`src/rtl/core_pkg.sv`:
```
// Shared definitions for the ARM-subset core: execute command encodings,
// default widths and the ID/EX control bundle.
package core_pkg;

  localparam int unsigned DATA_WIDTH_DEFAULT     = 32;
  localparam int unsigned REG_ADDR_WIDTH_DEFAULT = 4;

  typedef enum logic [3:0] {
    EXE_CMD_NOP = 4'b0000,
    EXE_CMD_MOV = 4'b0001,
    EXE_CMD_ADD = 4'b0010,
    EXE_CMD_ADC = 4'b0011,
    EXE_CMD_SUB = 4'b0100,
    EXE_CMD_SBC = 4'b0101,
    EXE_CMD_AND = 4'b0110,
    EXE_CMD_ORR = 4'b0111,
    EXE_CMD_EOR = 4'b1000,
    EXE_CMD_MVN = 4'b1001
  } exe_cmd_e;

  typedef struct packed {
    logic     wb_en;
    logic     mem_r_en;
    logic     mem_w_en;
    logic     b;
    logic     s;
    exe_cmd_e exe_cmd;
  } id_ex_ctrl_t;

endpackage

```
`src/rtl/pipe_reg_en_clr.sv`:
```
// Generic pipeline flop bank: async reset, synchronous clear, enable (hold).
// Clear wins over enable so a flush is never swallowed by a stall.
module pipe_reg_en_clr #(
  parameter int unsigned WIDTH = 1
) (
  input  logic             clk,
  input  logic             rst,
  input  logic             en,
  input  logic             clr,
  input  logic [WIDTH-1:0] d,
  output logic [WIDTH-1:0] q
);

  always_ff @(posedge clk or posedge rst) begin
    if (rst) begin
      q <= '0;
    end else if (clr) begin
      q <= '0;
    end else if (en) begin
      q <= d;
    end
  end

endmodule

```
`src/rtl/id_ex_stage_reg.sv`:
```
// ID/EX pipeline register: control bundle (with valid) and datapath bundle,
// supporting hazard freeze and branch flush.
module id_ex_stage_reg
  import core_pkg::*;
#(
  parameter int unsigned DATA_WIDTH     = DATA_WIDTH_DEFAULT,
  parameter int unsigned REG_ADDR_WIDTH = REG_ADDR_WIDTH_DEFAULT
) (
  input  logic                      clk,
  input  logic                      rst,
  input  logic                      freeze,
  input  logic                      flush,
  input  logic                      valid_in,
  input  logic                      wb_en_in,
  input  logic                      mem_r_en_in,
  input  logic                      mem_w_en_in,
  input  logic                      b_in,
  input  logic                      s_in,
  input  logic [3:0]                exe_cmd_in,
  input  logic [DATA_WIDTH-1:0]     pc_in,
  input  logic [DATA_WIDTH-1:0]     val_rn_in,
  input  logic [DATA_WIDTH-1:0]     val_rm_in,
  input  logic                      imm_in,
  input  logic [11:0]               shift_operand_in,
  input  logic [23:0]               signed_imm_24_in,
  input  logic [REG_ADDR_WIDTH-1:0] dest_in,
  input  logic [REG_ADDR_WIDTH-1:0] src1_in,
  input  logic [REG_ADDR_WIDTH-1:0] src2_in,
  input  logic [3:0]                status_in,
  output logic                      valid_out,
  output logic                      wb_en_out,
  output logic                      mem_r_en_out,
  output logic                      mem_w_en_out,
  output logic                      b_out,
  output logic                      s_out,
  output logic [3:0]                exe_cmd_out,
  output logic [DATA_WIDTH-1:0]     pc_out,
  output logic [DATA_WIDTH-1:0]     val_rn_out,
  output logic [DATA_WIDTH-1:0]     val_rm_out,
  output logic                      imm_out,
  output logic [11:0]               shift_operand_out,
  output logic [23:0]               signed_imm_24_out,
  output logic [REG_ADDR_WIDTH-1:0] dest_out,
  output logic [REG_ADDR_WIDTH-1:0] src1_out,
  output logic [REG_ADDR_WIDTH-1:0] src2_out,
  output logic [3:0]                status_out
);

  localparam int unsigned CTRL_W = $bits(id_ex_ctrl_t) + 1;
  localparam int unsigned DATA_W = 3 * DATA_WIDTH + 1 + 12 + 24
                                   + 3 * REG_ADDR_WIDTH + 4;

  id_ex_ctrl_t            ctrl_d;
  id_ex_ctrl_t            ctrl_q;
  logic                   valid_q;
  logic [CTRL_W-1:0]      ctrl_bank_q;
  logic [DATA_W-1:0]      data_d;
  logic [DATA_W-1:0]      data_q;
  logic                   capture_en;
  logic                   ctrl_clr;

  always_comb begin
    ctrl_d          = '0;
    ctrl_d.wb_en    = wb_en_in;
    ctrl_d.mem_r_en = mem_r_en_in;
    ctrl_d.mem_w_en = mem_w_en_in;
    ctrl_d.b        = b_in;
    ctrl_d.s        = s_in;
    ctrl_d.exe_cmd  = exe_cmd_e'(exe_cmd_in);
  end

  assign capture_en = ~freeze;
  // Invalid-capture clear is gated by freeze so a stall holds a live instruction.
  assign ctrl_clr   = flush | (~valid_in & ~freeze);

  pipe_reg_en_clr #(
    .WIDTH(CTRL_W)
  ) u_ctrl_reg (
    .clk(clk),
    .rst(rst),
    .en (capture_en),
    .clr(ctrl_clr),
    .d  ({valid_in, ctrl_d}),
    .q  (ctrl_bank_q)
  );

  assign {valid_q, ctrl_q} = ctrl_bank_q;

  assign data_d = {pc_in, val_rn_in, val_rm_in, imm_in, shift_operand_in,
                   signed_imm_24_in, dest_in, src1_in, src2_in, status_in};

  pipe_reg_en_clr #(
    .WIDTH(DATA_W)
  ) u_data_reg (
    .clk(clk),
    .rst(rst),
    .en (capture_en),
    .clr(flush),
    .d  (data_d),
    .q  (data_q)
  );

  assign valid_out    = valid_q;
  assign wb_en_out    = ctrl_q.wb_en;
  assign mem_r_en_out = ctrl_q.mem_r_en;
  assign mem_w_en_out = ctrl_q.mem_w_en;
  assign b_out        = ctrl_q.b;
  assign s_out        = ctrl_q.s;
  assign exe_cmd_out  = ctrl_q.exe_cmd;

  assign {pc_out, val_rn_out, val_rm_out, imm_out, shift_operand_out,
          signed_imm_24_out, dest_out, src1_out, src2_out, status_out} = data_q;

endmodule

```
`config.mk`:
```
export PLATFORM = sky130hd
export DESIGN_NAME = id_ex_stage_reg
export DESIGN_NICKNAME = d
export VERILOG_FILES = /design/src/rtl/core_pkg.sv /design/src/rtl/pipe_reg_en_clr.sv /design/src/rtl/id_ex_stage_reg.sv
export SDC_FILE = /design/constraint.sdc
export NUM_CORES = 1
export LEC_CHECK = 0
export BUFFER_PORTS_ARGS = -buffer_cell sky130_fd_sc_hd__buf_2
export CAP_MARGIN = 5
export CELL_PAD_IN_SITES_DETAIL_PLACEMENT = 1
export CELL_PAD_IN_SITES_GLOBAL_PLACEMENT = 2
export CORE_MARGIN = 1
export CORE_UTILIZATION = 30
export DETAILED_ROUTE_END_ITERATION = 7
export MAX_ROUTING_LAYER = met4
export PLACE_DENSITY = 0.83
export SYNTH_ARGS = -nofsm -noshare
export SYNTH_HDL_FRONTEND = slang
export SYNTH_SLANG_ARGS = --single-unit
```
`constraint.sdc`:
```
create_clock -name clk -period 10.9 [get_ports clk]
set_input_delay 1.09 -clock clk [delete_from_list [all_inputs] [get_ports clk]]
set_output_delay 1.09 -clock clk [all_outputs]
set_load 0.01 [all_outputs]
```
==> results of run 1 <==
registers in the layout, indices dropped and copies added, names as in the netlist:
name	flops
u_ctrl_reg.q	10
u_data_reg.q	149
power groups by stage:
stage	Sequential (W)	Combinational, W	Clock [W]
after global routing	0.000643	0.000193	0.000635
after CTS	0.000640	0.000179	0.000609
after global placement	0.000650	0.000175	0
final	0.000639	0.000174	0.000592
after floorplan	0.000666	0.0000839	0
after detailed placement	0.000650	0.000179	0
layout by cell type, fill, tap and decap left out, drive strengths merged:
| cell | netlist | layout |
|---|---|---|
| dfrtp | 159 | 159 |
| diode | 0 | 2 |
| clkinv | 0 | 1 |
| bufinv | 0 | 2 |
| clkinvlp | 0 | 7 |
| nor2b | 2 | 2 |
| nor2 | 150 | 150 |
| inv | 2 | 4 |
| a32o | 9 | 9 |
| buf | 30 | 323 |
| clkbuf | 6 | 20 |
| mux2i | 150 | 150 |
layer usage:
| metal | share of wire, % | vias up | routed length [um] |
|---|---|---|---|
| li1 | - | 2317 | - |
| met1 | 43 | 2397 | 7760 |
| met2 | 48 | 195 | 8840 |
| met3 | 8.1 | 11 | 1480 |
| met4 | 0.87 | 0 | 158 |
| met5 | 0 | - | 0 |
metrics by stage:
stage               hold slack [ps]  utilization (%)
CTS                             497             41.5
detailed placement              482             38.7
floorplan                       532                -
global route                    512             41.5
finish                          495             41.5
global placement                476             38.7
critical path, stage by stage:
cell      delay [ps]
clkbuf_8         720
buf_4            920
mux2i_1          300
nor2_1            60
cell type report:
type	instances	area share (%)
clock buffer	19	4.96
timing repair buffer	324	18.8
multi-input combinational	311	24.9
sequential	159	45.6
inverter	2	0.143
tap	275	3.95
clock inverter	12	1.59
antenna	2	0.0574
logic make-up after synthesis:
group | count (synthesis) | share of synthesized area [%]
compound gates | 9 | 1.40
buf+inv | 38 | 4.62
flops | 159 | 61.7
mux | 150 | 23.3
simple gates | 152 | 8.93
final timing paths:
check / end / depth (start not counted)
worst max-delay path: u_data_reg.q[57]$_DFFE_PP0P_ / 4
min in group asynchronous: u_data_reg.q[38]$_DFFE_PP0P_ / 2
max in group asynchronous: u_data_reg.q[43]$_DFFE_PP0P_ / 3
worst min-delay path: u_ctrl_reg.q[0]$_DFFE_PP0P_ / 1
worst max register to register: u_data_reg.q[113]$_DFFE_PP0P_ / 2
worst min register to register: u_ctrl_reg.q[0]$_DFFE_PP0P_ / 1
==> results.md, run 1 <==
* Period utilization at 27.4%
* Nets@finish at 978
* Pleak at 5.02 nW
* Met2 usage at 26.8%
* Post-Syn Area at 0.00644 mm2
* Hold Path Class: reg -> reg
* Core Region at 0.0210 mm2
* Pre-Repair DR Iteration Count at 4
* Wirelength, routed at 18200 um
* GR peak layer: met2
* Arrival @ worst endpoint at 3270 ps
* Post-route worst setup slack at 7920 ps
* Share of the synthesized area in the top cell type at 61.7%
* Initial cell density of the core at 30.7%
* Worst Max-Slew Pin Slew at 1020 ps
* Fin. max-slew vios at 0
* HP Start: u_ctrl_reg.q[0]$_DFFE_PP0P_
* Vias at 4920
* CTS Buf Count at 17
* Syn_area_per_cell at 12.7 um2
* Seq pwr share at 45.5%
* Post-CTS setup buffers at 0
* WL/cell at 16.5 um
* Sw Share at 26.1%
* Post-cts resize count at 0
* CTS Hold Buffers Added at 0
* Pwr dens at 161 mW/mm2
* CP Launch Point: freeze
* DRC viols at 0
* Post-Layout Cell Count at 1104
* Critical Path End Type: flop
* Worst Skew at 0 ps
* DP Worst Slack at 7440 ps
* Area growth syn-to-layout at 35.3%
* Routed vias/inst at 4.46
* Cell taking the most area after synthesis: dfrtp_1
* Remaining global-route overflow at 0
* Count leader, synth: dfrtp_1
* Pint at 0.00104 W
* Post-synthesis cell type count at 11
* First-pass GRT wire length at 28300 um
* Largest net degree at the start of global routing at 95
* Critical path class: in -> reg
* H-tree depth at 4
* Row cnt at 53
* Post-route cell area at 0.00872 mm2
* Die Ht at 149 um
* Final hold vios at 0
* GRT Total Usage at 17.1%
* Worst skew pair latency at 410 ps
* R2R setup slack at 10140 ps
* TNS Setup at 0 ps
* Synth Flop Type: dfrtp_1
* Register area at 0.00398 mm2
* Layout cell share with drive strength beyond 1 at 42.9%
* Ranking of synthesized cells by area: dfrtp_1, mux2i_1, nor2_1
* #FFs+latches synth at 159
* Critical path required time at 11190 ps
* Synth Warn # at 0
* Footprint of the multi-input gates at 0.00217 mm2
* Met3 GRT Util at 4.97%
* # fillers at 2408
* Crit start category: input pin
* Sink Count at 159
* Root buffer cell: clkbuf_16
* IO buf count at 321
* Via count of the first global-routing pass at 5143
* RSZ-0062 raised after global routing: no
* Synth Instances at 508
* Final min period at 2980 ps
* Register area share after synthesis at 61.7%
* Bufs on Longest Clock Path at 2
* Maximum VDD drop at 0.0919 mV
* Max-Cap Viols at 0
* Placer congestion estimate at 0.726
* GR Util met1 at 21.2%
* Post-route ant nets at 0
* Status: finished clean
* Syn_nets at 671
* Slew margin rel. at 31.7%
* Maximum clock frequency at 335 MHz
* Reg clk slew, reported paths at 70 ps
* Cell Area, Placed at 0.00814 mm2
* Die W at 149 um
* Initial antenna violation count at 2
* Async SR Flop Fraction at 100%
* # IOs at 322
* Switching power at 0.000367 W
* Die ar. at 0.0221 mm2
* Post-synth EDFFs at 0
* Total placed cells including tap cells at 1071
* CTS tree: built
* Comb power frac at 12.4%
* Final setup viols at 0
* Total power at 0.00141 W
* Commonest cells in the synthesized netlist: dfrtp_1, mux2i_1, nor2_1, buf_2, buf_8
* 1st-iter DRT viols at 106
* Critical Path Fanout Max at 94
* Clk pwr share at 42.1%
* Final HPWL DP at 12600 um
* R2r startpoint: u_data_reg.q[113]$_DFFE_PP0P_
Note: power is estimated with default switching activity, not from simulation.
==> run 2: changes to the inputs <==
CORE_UTILIZATION = 28   (was 30)
PLACE_DENSITY = 0.78   (was 0.83)
clock period = 2.85 ns   (was 10.9 ns; I/O delays follow)
==> run 2 against run 1 <==
Against the previous run:
- sequential power rose to 3.8 times the previous value
- critical path depth down 3
- final area up 1.7%
- via count up 2.8%
- sequential cell count unchanged
- clock skew unchanged
- combinational power rose to 3.9 times the previous value
- utilization down 2.2 points
- clock power rose to 3.8 times the previous value
- die area up 7.0%
- non-clock buffer count up 9
- critical path type is now reg -> out
- largest cell class unchanged
- highest routed layer unchanged
==> results.md, run 2 (synthesis results as in run 1) <==
* Status: finished clean (unchanged)
* Reg with most FFs: u_data_reg.q (unchanged)
* Placer congestion estimate at 0.731 (was 0.726)
* Vias at 5058 (was 4920)
* Final min period at 1270 ps
* Sink Count at 159 (unchanged)
* Period utilization at 44.6%
* Critical Path End Type: output port (was flop)
* Reg clk slew, reported paths at 70 ps (about the same)
* Via count of the first global-routing pass at 5413 (was 5143)
* Post-route cell area at 0.00886 mm2 (was 0.00872 mm2)
* Root buffer cell: clkbuf_16 (unchanged)
* Maximum VDD drop at 0.319 mV (was 0.0919 mV)
* Initial antenna violation count at 2 (unchanged)
* Arrival @ worst endpoint at 990 ps (was 3270 ps)
* Sw Share at 27.4% (was 26.1%)
* Pint at 0.00389 W (was 0.00104 W)
* Critical path required time at 2570 ps (was 11190 ps)
* Nets@finish at 987 (was 978)
* Pwr dens at 605 mW/mm2 (was 161 mW/mm2)
* Bufs on Longest Clock Path at 2 (unchanged)
* Max-Cap Viols at 0 (unchanged)
* Max stage delay on crit path at 410 ps (was 920 ps)
* Die Ht at 154 um (was 149 um)
* Pre-Repair DR Iteration Count at 4 (unchanged)
* Registers with the most flip-flops: u_data_reg.q x149, u_ctrl_reg.q x10 (unchanged)
* TNS Setup at 0 ps (unchanged)
* Hold Path Class: in -> async (was reg -> reg)
* Maximum clock frequency at 787 MHz
* Die W at 154 um (was 149 um)
* Hold Slack at 13.7 ps (was 495 ps)
* Area growth syn-to-layout at 37.6% (was 35.3%)
* Routed vias/inst at 4.50 (was 4.46)
* Post-Layout Cell Count at 1124 (was 1104)
* Fin. max-slew vios at 0 (unchanged)
* 1st-iter DRT viols at 159 (was 106)
* Post-CTS setup buffers at 0 (unchanged)
* Switching power at 0.00147 W (was 0.000367 W)
* GRT Total Usage at 16.4% (was 17.1%)
* H-tree depth at 4 (unchanged)
* Post-route ant nets at 0 (unchanged)
* Final setup viols at 0 (unchanged)
* Die ar. at 0.0236 mm2 (was 0.0221 mm2)
* CTS Hold Buffers Added at 0 (unchanged)
* First-pass GRT wire length at 29400 um (was 28300 um)
* Most frequent cells in the layout: buf_2, dfrtp_1, mux2i_1, nor2_1, clkbuf_16 (unchanged)
* Comb power frac at 12.8% (was 12.4%)
* CP top delay family: flip-flops (was buffers and inverters)
* Worst Skew at 0 ps (unchanged)
* Final core utilization at 39.3% (was 41.5%)
* Layout cell share with drive strength beyond 1 at 43.8% (was 42.9%)
* Pleak at 5.12 nW (was 5.02 nW)
* WL/cell at 16.4 um (was 16.5 um)
* Worst Max-Slew Pin Slew at 815 ps (was 1020 ps)
* CTS tree: built (unchanged)
* Number of flip-flops in the largest register at 149 (unchanged)
* Post-cts resize count at 0 (unchanged)
* Wirelength, routed at 18500 um (was 18200 um)
* CP Cell Sequence: buf_2 (was clkbuf_8 -> buf_4 -> mux2i_1 -> nor2_1)
* Crit start category: flop (was input pin)
* R2R setup slack at 2110 ps (was 10140 ps)
* Total placed cells including tap cells at 1090 (was 1071)
* Slew margin rel. at 45.6% (was 31.7%)
* Largest net degree at the start of global routing at 73 (was 95)
* CP Buf/Inv Count at 1 (was 2)
* Final HPWL DP at 13100 um (was 12600 um)
* Commonest non-fill, non-tap cell in the layout: buf_2 (unchanged)
* Core Region at 0.0226 mm2 (was 0.0210 mm2)
* Cell Area, Placed at 0.00828 mm2 (was 0.00814 mm2)
* Row cnt at 55 (was 53)
* Reg-to-reg endpoint: u_data_reg.q[131]$_DFFE_PP0P_ (was u_data_reg.q[113]$_DFFE_PP0P_)
* Initial cell density of the core at 28.5% (was 30.7%)
* Slowest-stage cell, CP: dfrtp_1 (was buf_4)
* CTS Buf Count at 17 (unchanged)
* Clk pwr share at 41.7% (was 42.1%)
* Seq pwr share at 45.6% (was 45.5%)
* Critical Path Fanout Max at 2 (was 94)
* R2r worst-path depth at 2 (unchanged)
* IO buf count at 321 (unchanged)
* Remaining global-route overflow at 0 (unchanged)
* RSZ-0062 raised after global routing: no (unchanged)
* Worst skew pair latency at 420 ps (was 410 ps)
* # IOs at 322 (unchanged)
* DRC viols at 0 (unchanged)
* Critical path class: reg -> out (was in -> reg)
* Final hold vios at 0 (unchanged)
* R2r startpoint: u_data_reg.q[131]$_DFFE_PP0P_ (was u_data_reg.q[113]$_DFFE_PP0P_)
==> run 2: cell type report <==
| class | instances | area (um2) |
|---|---|---|
| antenna | 2 | 5.00 |
| clock buffer | 19 | 453 |
| clock inverter | 13 | 123 |
| fill | 2594 | 13700 |
| inverter | 2 | 11.3 |
| multi-input combinational | 311 | 2170 |
| sequential | 159 | 3980 |
| tap | 285 | 357 |
| timing repair buffer | 333 | 1770 |
==> run 2: stage by stage <==
stage | power (W) | worst slack, ps
after floorplan | 0.00287 | 550
after global placement | 0.00317 | 1210
after detailed placement | 0.00319 | 1160
after CTS | 0.00546 | 1530
after global routing | 0.00563 | 1460
final | 0.00536 | 1580
==> run 2: how the worst max path moves through the flow <==
stage,start,to,slack (ps),cells after the start
6_report,u_data_reg.q[32]$_DFFE_PP0P_,signed_imm_24_out[16],1580,1
5_1_grt,freeze,u_ctrl_reg.q[1]$_DFFE_PP0P_,1460,3
4_1_cts,u_data_reg.q[32]$_DFFE_PP0P_,signed_imm_24_out[16],1530,1
3_3_place_gp,freeze,u_ctrl_reg.q[4]$_DFFE_PP0P_,1210,3
3_5_place_dp,freeze,u_ctrl_reg.q[4]$_DFFE_PP0P_,1160,3
2_1_floorplan,rst,u_ctrl_reg.q[0]$_DFFE_PP0P_,550,1
==> run 2: power by group through the flow <==
stage	registers, W	clock network, W	logic (W)
after floorplan	0.00255	0	0.000321
after global placement	0.00248	0	0.000688
after detailed placement	0.00249	0	0.000703
after CTS	0.00245	0.00231	0.000702
after global routing	0.00246	0.00241	0.000759
final	0.00244	0.00223	0.000685
==> run 2: routing by layer <==
layer	part of all wire (%)	GRT usage, %
met3	5.6	4.11
met5	0	-
met1	44	20.3
met4	1.2	5.10
met2	49	26.4
==> run 3: changes to the inputs <==
CORE_UTILIZATION = 25   (was 28)
PLACE_DENSITY = 0.74   (was 0.78)
clock period = 1.14 ns   (was 2.85 ns; I/O delays follow)
==> run 3 against run 2 <==
Against the previous run:
- hold slack improved by 19 ps
- highest routed layer unchanged
- clock-buffer cell count did not move
- combinational power grew to 3.3 times the previous value
- cell count grew 20%
- worst setup slack got worse by 1500 ps
- non-clock buffer count is 178 higher
==> results.md, run 3 (synthesis results as in run 1) <==
* Reg with most FFs: u_data_reg.q (unchanged)
* Nets@finish at 1165 (was 987)
* Critical Path End Type: output port (unchanged)
* Remaining global-route overflow at 0 (unchanged)
* Worst Max-Slew Pin Slew at 689 ps (was 815 ps)
* Cell Area, Placed at 0.00858 mm2 (was 0.00828 mm2)
* CP Cell Sequence: buf_2 (unchanged)
* Number of flip-flops in the largest register at 149 (unchanged)
* Pleak at 5.90 nW (was 5.12 nW)
* Area growth syn-to-layout at 66.7% (was 37.6%)
* Pwr dens at 1300 mW/mm2 (was 605 mW/mm2)
* DRC viols at 0 (unchanged)
* # fillers at 2851 (was 2594)
* Hold Path Class: in -> reg (was in -> async)
* Reg clk slew, reported paths at 80 ps (was 70 ps)
* Period utilization at 96.2%
* WL/cell at 16.1 um (was 16.4 um)
* WP depth at 1 (unchanged)
* Max-Cap Viols at 0 (unchanged)
* Commonest non-fill, non-tap cell in the layout: buf_2 (unchanged)
* # IOs at 322 (unchanged)
* Row cnt at 58 (was 55)
* Wirelength, routed at 21600 um (was 18500 um)
* Post-CTS setup buffers at 0 (unchanged)
* Final setup viols at 0 (unchanged)
* Max stage delay on crit path at 410 ps (about the same)
* Layout cell share with drive strength beyond 1 at 37.8% (was 43.8%)
* Post-route cell area at 0.0107 mm2 (was 0.00886 mm2)
* Pre-Repair DR Iteration Count at 4 (unchanged)
* Critical path required time at 1030 ps (was 2570 ps)
* Core Region at 0.0253 mm2 (was 0.0226 mm2)
* Status: finished clean (unchanged)
* Die Ht at 163 um (was 154 um)
* Largest net degree at the start of global routing at 90 (was 73)
* Crit start category: flop (unchanged)
* Slowest-stage cell, CP: dfrtp_1 (unchanged)
* Slew margin rel. at 54.0% (was 45.6%)
* TNS Setup at 0 ps (unchanged)
* Fin. max-slew vios at 0 (unchanged)
* HP Start: freeze
* Final hold vios at 0 (unchanged)
* DP Worst Slack at 53.4 ps (was 1160 ps)
* CTS Buf Count at 17 (unchanged)
* Sink Count at 159 (unchanged)
* Total power at 0.0139 W (was 0.00536 W)
* Placer congestion estimate at 0.720 (was 0.731)
* Final min period at 1100 ps
* R2r worst-path depth at 2 (unchanged)
* H-tree depth at 4 (unchanged)
* Post-route ant nets at 0 (unchanged)
* Most frequent cells in the layout: buf_2, dlygate4sd3_1, dfrtp_1, mux2i_1, nor2_1 (was buf_2, dfrtp_1, mux2i_1, nor2_1, clkbuf_16)
* Hold EP: u_data_reg.q[26]$_DFFE_PP0P_
* Bufs on Longest Clock Path at 2 (unchanged)
* CTS tree: built (unchanged)
* Root buffer cell: clkbuf_16 (unchanged)
* Hold Slack at 33.0 ps (was 13.7 ps)
* Arrival @ worst endpoint at 980 ps (was 990 ps)
* Critical path class: reg -> out (unchanged)
* GRT Total Usage at 16.9% (was 16.4%)
* Post-cts resize count at 0 (unchanged)
* CP top delay family: flip-flops (unchanged)
* RSZ-0062 raised after global routing: yes (was no)
* Worst skew pair latency at 410 ps (was 420 ps)
* Final HPWL DP at 14000 um (was 13100 um)
* Via count of the first global-routing pass at 6517 (was 5413)
* R2r startpoint: u_data_reg.q[46]$_DFFE_PP0P_ (was u_data_reg.q[131]$_DFFE_PP0P_)
* Initial cell density of the core at 25.5% (was 28.5%)
* 1st-iter DRT viols at 236 (was 159)
* IO buf count at 321 (unchanged)
* Vias at 5824 (was 5058)
* Hold Crit Depth at 3
* Maximum VDD drop at 0.648 mV (was 0.319 mV)
* Registers with the most flip-flops: u_data_reg.q x149, u_ctrl_reg.q x10 (unchanged)
* Post-route worst setup slack at 43.2 ps (was 1580 ps)
* Die W at 163 um (was 154 um)
* R2R setup slack at 340 ps (was 2110 ps)
* Die ar. at 0.0264 mm2 (was 0.0236 mm2)
* Critical Path Fanout Max at 2 (unchanged)
* Maximum clock frequency at 912 MHz
* CP Buf/Inv Count at 1 (unchanged)
* First-pass GRT wire length at 34000 um (was 29400 um)
* Routed vias/inst at 4.33 (was 4.50)
* Worst Skew at 0 ps (unchanged)
* Initial antenna violation count at 0 (was 2)
* Inserted Diodes at 0 (was 2)
* Reg-to-reg endpoint: u_data_reg.q[46]$_DFFE_PP0P_ (was u_data_reg.q[131]$_DFFE_PP0P_)
## run 3: changes by cell type in the layout (fill, tap and decap cells not counted), moves of 2 or more
cell           before  now
buf_12              5   13
inv_6               5    3
buf_4               8   18
dlygate4sd3_1       0  160
diode_2             2    0
## run 3: how the worst max path moves through the flow
stage	end	slack [ps]	start
floorplan	u_ctrl_reg.q[0]$_DFFE_PP0P_	-990	rst
finish	pc_out[16]	40	u_data_reg.q[133]$_DFFE_PP0P_
global route	pc_out[16]	-3	u_data_reg.q[133]$_DFFE_PP0P_
CTS	signed_imm_24_out[6]	20	u_data_reg.q[22]$_DFFE_PP0P_
global placement	u_ctrl_reg.q[6]$_DFFE_PP0P_	70	freeze
detailed placement	u_ctrl_reg.q[8]$_DFFE_PP0P_	50	freeze
## run 3: routing by layer
metal | routed length, um | up-vias | track usage (%)
met4 | 601 | 0 | 6.50
met1 | 8780 | 2890 | 18.6
met2 | 11000 | 210 | 29.4
li1 | - | 2687 | -
met3 | 1270 | 37 | 4.33
met5 | 0 | - | -
## run 3: worst reg2reg max path, delay by kind of cell, from the launching register on
| kind | cells | cell delay, ps |
|---|---|---|
| mux | 1 | 210 |
| flops | 1 | 380 |
| simple gates | 1 | 80 |
## run 3: cell type report
type	count	area (um2)	area share, %
Sequential cell	159	3980	37.0
Timing Repair Buffer	511	3610	33.6
Multi-Input combinational cell	311	2170	20.2
Clock buffer	19	443	4.12
Tap cell	330	413	3.84
Clock inverter	13	124	1.15
Inverter	2	11.3	0.105
## run 3: power breakdown
part / internal (W) / switching [W]
clock network: 0.00294 / 0.00260
logic: 0.00121 / 0.00107
registers: 0.00595 / 0.000171
total: 0.0101 / 0.00385
## run 3: metrics by stage
stage | instances | util, %
after floorplan | 508 | -
after global placement | 1153 | 34.0
after detailed placement | 1153 | 34.0
after CTS | 1345 | 42.5
after global routing | 1345 | 42.5
final | 1345 | 42.5
## run 3: timing repair
| action | CTS | global route |
|---|---|---|
| endpoints found under the setup margin | 0 | 1 |
| endpoints found under the hold margin | 318 | 0 |
| hold buffers | 160 | 0 |
